[config.mk]
export PLATFORM = sky130hd
export DESIGN_NAME = sdram_refresh_ctrl
export DESIGN_NICKNAME = d
export VERILOG_FILES = /design/src/rtl/sdram_refresh_ctrl.sv
export SDC_FILE = /design/constraint.sdc
export NUM_CORES = 1
export LEC_CHECK = 0
export ABC_CLOCK_PERIOD_IN_PS = 7300
export CORE_MARGIN = 2
export CORE_UTILIZATION = 59
export CTS_CLUSTER_DIAMETER = 30
export DETAILED_ROUTE_END_ITERATION = 10
export PLACE_DENSITY_LB_ADDON = 0.12
export SETUP_SLACK_MARGIN = 0.2
export SLEW_MARGIN = 20
export SYNTH_ARGS = -nofsm -noshare
export SYNTH_HDL_FRONTEND = slang
export SYNTH_SLANG_ARGS = --single-unit
[constraint.sdc]
create_clock -name Clk -period 7.3 [get_ports Clk]
set_input_delay 1.825 -clock Clk [delete_from_list [all_inputs] [get_ports Clk]]
set_output_delay 1.825 -clock Clk [all_outputs]
set_load 0.005 [all_outputs]
[src/rtl/sdram_refresh_ctrl.sv]
// rtl/sdram_refresh_ctrl.sv - SDRAM auto-refresh controller
// tREFI tick generation, refresh debt tracking, and PRE-ALL + AREF burst sequencing.
module sdram_refresh_ctrl #(
  parameter int ASIZE     = 12,
  parameter int T_REFI    = 1560,
  parameter int T_RP      = 2,
  parameter int T_RFC     = 7,
  parameter int REF_BURST = 2,
  parameter int MAX_DEBT  = 8,
  parameter int URGENT_TH = 6
) (
  input  logic             Clk,
  input  logic             Rst_n,
  input  logic             ref_en,
  input  logic             ref_ack,
  output logic             ref_req,
  output logic             ref_urgent,
  output logic             ref_busy,
  output logic             ref_done,
  output logic             ref_ovf,
  output logic [3:0]       debt,
  output logic             Cs_n,
  output logic             Ras_n,
  output logic             Cas_n,
  output logic             We_n,
  output logic [ASIZE-1:0] Sa
);

  localparam int TW   = (T_REFI > 1) ? $clog2(T_REFI) : 1;
  localparam int WMAX = (T_RP > T_RFC) ? T_RP : T_RFC;
  localparam int CW   = $clog2(WMAX + 1);
  localparam int BW   = $clog2(REF_BURST + 1);

  localparam logic [3:0]       CMD_NOP  = 4'b0111;
  localparam logic [3:0]       CMD_PRE  = 4'b0010;
  localparam logic [3:0]       CMD_AREF = 4'b0001;
  localparam logic [3:0]       DEBT_MAX = 4'(MAX_DEBT);
  localparam logic [3:0]       DEBT_URG = 4'(URGENT_TH);
  localparam logic [ASIZE-1:0] SA_PALL  = ASIZE'(1024);

  typedef enum logic [2:0] {
    S_IDLE, S_REQ, S_PRE, S_TRP, S_AREF, S_TRFC, S_DONE
  } state_t;

  state_t          state;
  logic [TW-1:0]   timer;
  logic            tick;
  logic            aref_now;
  logic [CW-1:0]   wait_cnt;
  logic [BW-1:0]   n_ref;
  logic [BW-1:0]   issued;
  logic [BW-1:0]   burst_n;
  logic            more;
  logic [3:0]      cmd;

  assign tick       = ref_en && (timer == TW'(T_REFI - 1));
  assign aref_now   = (state == S_AREF);
  assign ref_urgent = (debt >= DEBT_URG);
  assign more       = (issued < n_ref);
  assign {Cs_n, Ras_n, Cas_n, We_n} = cmd;

  always_comb begin
    burst_n = BW'(REF_BURST);
    if (32'(debt) < REF_BURST) burst_n = BW'(debt);
  end

  always_ff @(posedge Clk or negedge Rst_n) begin
    if (!Rst_n) begin
      timer <= '0;
    end else if (!ref_en || tick) begin
      timer <= '0;
    end else begin
      timer <= timer + 1'b1;
    end
  end

  // A tick and an AREF in the same cycle cancel, so debt only moves on one of them alone.
  always_ff @(posedge Clk or negedge Rst_n) begin
    if (!Rst_n) begin
      debt    <= '0;
      ref_ovf <= 1'b0;
    end else begin
      if (tick && debt == DEBT_MAX) ref_ovf <= 1'b1;
      if (!ref_en) begin
        debt <= '0;
      end else if (tick && !aref_now) begin
        if (debt != DEBT_MAX) debt <= debt + 1'b1;
      end else if (aref_now && !tick) begin
        if (debt != '0) debt <= debt - 1'b1;
      end
    end
  end

  always_ff @(posedge Clk or negedge Rst_n) begin
    if (!Rst_n) begin
      state    <= S_IDLE;
      cmd      <= CMD_NOP;
      Sa       <= '0;
      ref_req  <= 1'b0;
      ref_busy <= 1'b0;
      ref_done <= 1'b0;
      wait_cnt <= '0;
      n_ref    <= '0;
      issued   <= '0;
    end else begin
      ref_done <= 1'b0;
      case (state)
        S_IDLE: begin
          if (ref_en && debt != '0) begin
            state   <= S_REQ;
            ref_req <= 1'b1;
          end
        end
        S_REQ: begin
          if (!ref_en) begin
            state   <= S_IDLE;
            ref_req <= 1'b0;
          end else if (ref_ack) begin
            state    <= S_PRE;
            ref_req  <= 1'b0;
            ref_busy <= 1'b1;
            n_ref    <= burst_n;
            issued   <= '0;
            cmd      <= CMD_PRE;
            Sa       <= SA_PALL;
          end
        end
        S_PRE: begin
          if (T_RP > 1) begin
            state    <= S_TRP;
            wait_cnt <= CW'(T_RP - 2);
            cmd      <= CMD_NOP;
          end else begin
            state  <= S_AREF;
            issued <= issued + 1'b1;
            cmd    <= CMD_AREF;
          end
        end
        S_TRP: begin
          if (wait_cnt == '0) begin
            state  <= S_AREF;
            issued <= issued + 1'b1;
            cmd    <= CMD_AREF;
          end else begin
            wait_cnt <= wait_cnt - 1'b1;
          end
        end
        S_AREF: begin
          if (T_RFC > 1) begin
            state    <= S_TRFC;
            wait_cnt <= CW'(T_RFC - 2);
            cmd      <= CMD_NOP;
          end else if (more) begin
            issued <= issued + 1'b1;
            cmd    <= CMD_AREF;
          end else begin
            state    <= S_DONE;
            ref_done <= 1'b1;
            cmd      <= CMD_NOP;
          end
        end
        S_TRFC: begin
          if (wait_cnt != '0) begin
            wait_cnt <= wait_cnt - 1'b1;
          end else if (more) begin
            state  <= S_AREF;
            issued <= issued + 1'b1;
            cmd    <= CMD_AREF;
          end else begin
            state    <= S_DONE;
            ref_done <= 1'b1;
          end
        end
        S_DONE: begin
          // Remaining debt re-requests straight away rather than idling a cycle.
          ref_busy <= 1'b0;
          if (ref_en && debt != '0) begin
            state   <= S_REQ;
            ref_req <= 1'b1;
          end else begin
            state <= S_IDLE;
          end
        end
        default: state <= S_IDLE;
      endcase
    end
  end

endmodule

==> results of run 1 <==
how the worst max path moves through the flow:
stage / from / end / slack (ps) / cells past startpoint
2_1_floorplan: ref_en / debt[3] / 3980 / 7
6_report: ref_en / debt[3] / 3500 / 7
3_5_place_dp: ref_en / debt[3] / 3230 / 7
4_1_cts: ref_en / debt[3] / 3520 / 7
3_3_place_gp: ref_en / debt[3] / 3300 / 7
5_1_grt: ref_en / debt[3] / 3410 / 7
cell families (layout without fill, tap and decap cells):
| group | count (synthesis) | count (layout) |
|---|---|---|
| other | 1 | 12 |
| and+or+nand+nor | 85 | 85 |
| buffers and inverters | 37 | 40 |
| xor gates and xnor gates | 10 | 10 |
| adders and majority gates | 7 | 7 |
| muxes | 3 | 3 |
| DFF | 33 | 33 |
| AOI/OAI and AO/OA | 56 | 56 |
metal layers:
metal	GRT usage (%)	up-vias
met5	0	-
li1	-	867
met3	6.507	5
met1	33.33	868
met2	38.90	38
met4	4.688	0
flip-flops by register name, summed over array words and instances, names as in the netlist:
name,cells
timer,11
ref_busy,1
cmd,3
ref_req,1
ref_done,1
debt,4
Sa,1
wait_cnt,3
n_ref,2
state,3
ref_ovf,1
issued,2
cell usage after synthesis (5+ instances only):
cell / instances
nand2_1: 11
ha_1: 6
buf_4: 12
dfrtp_1: 30
inv_1: 14
nand2b_1: 7
nor3_1: 9
o22ai_1: 5
clkbuf_1: 6
xor2_1: 9
nor2_1: 16
a21oi_1: 5
o21ai_0: 10
nand4_1: 7
nand3_1: 7
a211oi_1: 5
and3_1: 5
cell type report:
type                       instances  share of cell area [%]
clock buffer                       6                   3.366
clock inverter                     2                   1.530
tap                               48                   2.448
inverter                          15                   2.295
multi-input combinational        173                   49.72
timing repair buffer              17                   6.833
sequential                        33                   33.81
report_power, final:
group	leakage, nW	internal (W)	switching, W
Clock	0.0574	0.000111	0.0000697
Sequential	0.427	0.000227	0.0000601
Combinational	0.627	0.000131	0.000138
Total	1.11	0.000469	0.000268
per-stage QoR:
step	setup WS (ps)	utilization, %	hold WS [ps]	power (W)
global placement	3296	64.22	456.9	0.0005475
floorplan	3984	-	460.2	0.0004798
detailed placement	3225	64.22	462.2	0.0005569
global route	3405	67.53	488.0	0.0007914
CTS	3518	67.53	478.4	0.0007394
finish	3496	67.53	475.3	0.0007362
==> results.cfg, run 1 <==
[outcome]
status = finished clean

[place]
place_congestion = 0.8842
portBuffers = 16
hpwl_um = 3161
placed_area_mm2 = 0.002333
dp.cells = 286

[timing]
rsz0062_at_grt = no
drv_slew = 0
finalSetupViolations = 0
max_freq_mhz = 262.9
hold_viol_final = 0
min_period_over_period_pct = 52.11
skew_ps = 3.649
worst_pin_slew_ps = 738.7
max_slew_margin_pct = 50.38
min_period_ps = 3804
final.setup.tns_ps = 0

[drt]
met2_length_um = 2159
via_per_inst = 6.048
drtIter0Drc = 122
vias = 1778
firstDrtPassIters = 4
drtAntennaViolNets = 0
top_layer_used = met4
wl_met3_um = 194
wl_um = 4515
drcViolationCount = 0
drt-met1-wl_um = 2121
wire_per_inst_um = 15.36

[clock_tree]
clkSinkCount = 33
insertion_delay_ps = 290
hold_buffers = 0
cts_made_buffers = 5
cts_tree = yes
ctsResizeCount = 0
post_cts_buffers = 0
cts_root_buf = clkbuf_8
ctsHtreeMaxLevel = 2
clock_path_buffers = 2
clkTransAtPathRegs_ps = 70

[floorplan]
num_rows = 22
io_pins = 29
dieArea_mm2 = 0.004271
start_util_pct = 61.12
core_area_mm2 = 0.003633
die_width_um = 65.36
die_h_um = 65.36

[layout]
layout_common_cells = dfrtp_1, nor2_1, clkdlybuf4s50_1
final_common_cell = dfrtp_1
multi_input_area_mm2 = 0.001220
regArea_um2 = 829.5
drive_gt1_share_pct = 10.57
area_growth_pct = 10.48
fill_cells = 326
n_antenna_cell = 0
fin_cells = 294
postLayoutCellArea_mm2 = 0.002454
nets = 256

[setup_path]
critPathMaxStageDelay_ps = 740
cp-end-kind = flip-flop
r2r_end = debt[3]
reg2reg_depth = 9
critical_path_required_ps = 7480
worstPathCellList = clkdlybuf4s50_1, nand2_1, ha_1, a21o_1, a21o_2, and4_1, a2111oi_2
crit_arrival_ps = 3980
start_kind = primary input
timing.critical_path.buf_inv = 1
r2r_start = timer[1]
cp_slowest_cell = clkdlybuf4s50_1
regToRegSetupSlack_ps = 4380
worstSetupPathType = in -> reg
worst-path-max-fanout = 11
critPathTopFamily = buffers and inverters

[logic_synthesis]
synth_top_area_share_pct = 33.80
synth_fa_ha_area_share_pct = 4.282
synth-compound-area-share_pct = 19.61
synthFlopType = dfrtp_1
synth_cell_types = 68
yosysWarnings = 0
synth_top_family_by_area = simple AND/OR/NAND/NOR gates
syn_area_mm2 = 0.002221
avgSynthCellArea_um2 = 9.573
synth_area_leaders = dfrtp_1, buf_4, dfstp_2
ys_seq_area_share_pct = 37.35
synth-async-reset-ratio_pct = 100.0
synth_cells = 232
synth_top_area_cell = dfrtp_1
synth_seq_cells = 33
synth_edf_count = 0
synthSimpleGateAreaFrac_pct = 23.72
synth-xor-area-share_pct = 3.944
synthMuxAreaShare_pct = 1.352

[power_and_ir_drop]
powerDensity_mw_per_mm2 = 300.1
p_leak_nw = 1.111
vdd_drop_max_mv = 0.1909

[grt]
antenna_found_initial = 0
grt_first_pass_wirelength_um = 7997
overflow = 0
grt_pass1_vias = 1740
grt_max_degree = 34
grt_util_all_layers_pct = 24.26

[job]
maxCapViolations = 0

[min_path]
hold_depth = 1
whs_endpoint = Sa[10]
hp-start = Sa[10]
hold_class = reg -> reg
No activity file was read; power rests on OpenSTA's default activity.
==> run 2: changes to the inputs <==
ABC_CLOCK_PERIOD_IN_PS = 3990   (was 7300)
CORE_UTILIZATION = 55   (was 59)
clock period = 3.99 ns   (was 7.3 ns; I/O delays follow)
==> run 2 against run 1 <==
Routed wire length rose by 4.3%. Non-clock buffer count rose by 1. Total power up 72%. Core utilization down 6.0 points. Register-to-register slack got worse by 3300 ps. Sequential share of layout area increased by 0.40 points. Sequential power rose by 83%. Setup slack worse by 2400 ps. Cell area is 1.2% lower. Die area up 6.8%. Via count fell by 1.1%. Highest routed layer unchanged.
==> results.cfg, run 2 (same netlist as run 1, synthesis figures left out) <==
[place]
hpwl_um = 3282
portBuffers = 16
place_congestion = 0.8709

[grt]
grt_util_all_layers_pct = 22.10
grt_pass1_vias = 1623
overflow = 0
grt_first_pass_wirelength_um = 7555
grt_max_degree = 24
antenna_found_initial = 0

[layout]
largest_reg_flops = 11
n_antenna_cell = 0
fill_cells = 330
nets = 257
top_register = timer
layout_common_cells = dfrtp_1, nor2_1, clkdlybuf4s50_1
final_common_cell = dfrtp_1
reg_top3 = timer (11), debt (4)
area_growth_pct = 9.183
drive_gt1_share_pct = 10.12

[drt]
drcViolationCount = 0
wl_um = 4708
drtIter0Drc = 148
vias = 1759
wire_per_inst_um = 15.85
drtAntennaViolNets = 0
via_per_inst = 5.923
firstDrtPassIters = 4

[floorplan]
die_h_um = 67.55
dieArea_mm2 = 0.004562
io_pins = 29
num_rows = 23
core_area_mm2 = 0.003943
start_util_pct = 56.33
die_width_um = 67.55

[clock_tree]
clkSinkCount = 33
ctsHtreeMaxLevel = 2
hold_buffers = 0
clock_path_buffers = 2
post_cts_buffers = 0
clkTransAtPathRegs_ps = 70
cts_root_buf = clkbuf_8
cts_made_buffers = 5
insertion_delay_ps = 280
cts_tree = yes
ctsResizeCount = 0

[setup_path]
worst-path-max-fanout = 7
startpoint = timer[0]
crit_arrival_ps = 3100
worstPathCellList = ha_1, nand2_1, nor4_4, nand2_1, ha_1, a21o_1, a21o_2, and4_1, a2111oi_2
cp_slowest_cell = dfrtp_1
regToRegSetupSlack_ps = 1060
critPathTopFamily = simple AND/OR/NAND/NOR gates
r2r_start = timer[0]
timing.critical_path.buf_inv = 0
r2r_end = debt[3]
cp-end-kind = flip-flop
critPathMaxStageDelay_ps = 450
start_kind = flip-flop
reg2reg_depth = 9
critical_path_required_ps = 4160
worstSetupPathType = reg -> reg

[min_path]
hold_class = reg -> reg
hold_depth = 1
hp-start = Sa[10]
whs_endpoint = Sa[10]

[timing]
worst_pin_slew_ps = 786.3
final.setup.tns_ps = 0
whs_ps = 480.9
skew_ps = 7.044
max_freq_mhz = 341.3
min_period_over_period_pct = 73.43
drv_slew = 0
rsz0062_at_grt = no
hold_viol_final = 0
min_period_ps = 2930
finalSetupViolations = 0
max_slew_margin_pct = 47.42

[job]
maxCapViolations = 0

[power_and_ir_drop]
vdd_drop_max_mv = 0.2061
powerDensity_mw_per_mm2 = 521.5
p_leak_nw = 1.101

[outcome]
status = finished clean
## run 2: final cells by class
cell class / instances / area [µm²] / area share, %
Sequential cell: 33 / 829.5 / 34.21
Tap cell: 50 / 62.56 / 2.580
Clock inverter: 1 / 5.005 / 0.2064
Inverter: 15 / 56.30 / 2.322
Timing Repair Buffer: 18 / 175.2 / 7.224
Multi-Input combinational cell: 173 / 1220 / 50.31
Clock buffer: 7 / 76.32 / 3.148
## run 2: per-stage QoR
step           cell area [µm²]  total power, W  setup WS (ps)  std cells  utilization (%)
2_1_floorplan             2262       0.0008779           1322        243                -
3_3_place_gp              2344        0.001007           1048        289            59.44
6_report                  2425        0.001265           1060        297            61.50
4_1_cts                   2425        0.001264           1068        297            61.50
3_5_place_dp              2344        0.001018           1011        289            59.44
5_1_grt                   2425        0.001363          824.9        297            61.50
## run 2: worst reg2reg max path, delay by kind of cell, from the launching register on
kind	cells	cell delay (ps)
AO/OA/AOI/OAI	3	730
adder cells (fa/ha/maj)	2	620
flip-flops	1	450
AND/OR/NAND/NOR	4	1010
## run 2: worst max path at each step
stage,slack [ps],cells past startpoint,end
2_1_floorplan,1320,8,debt[3]
5_1_grt,820,9,debt[3]
6_report,1060,9,debt[3]
3_3_place_gp,1050,7,debt[3]
3_5_place_dp,1010,7,debt[3]
4_1_cts,1070,9,debt[3]
## run 2: per-layer routing
layer	track usage (%)	part of all wire, %
met5	0	0
met4	8.673	1.3
met3	3.667	3.2
met2	35.91	48
met1	29.29	47
## run 2: power breakdown
| group | leakage, nW | switching (W) | total (W) | internal, W |
|---|---|---|---|---|
| Clock | 0.0422 | 0.000123 | 0.000245 | 0.000122 |
| Combinational | 0.631 | 0.000255 | 0.000495 | 0.000240 |
| Sequential | 0.427 | 0.000109 | 0.000524 | 0.000415 |
| Total | 1.10 | 0.000487 | 0.00126 | 0.000777 |
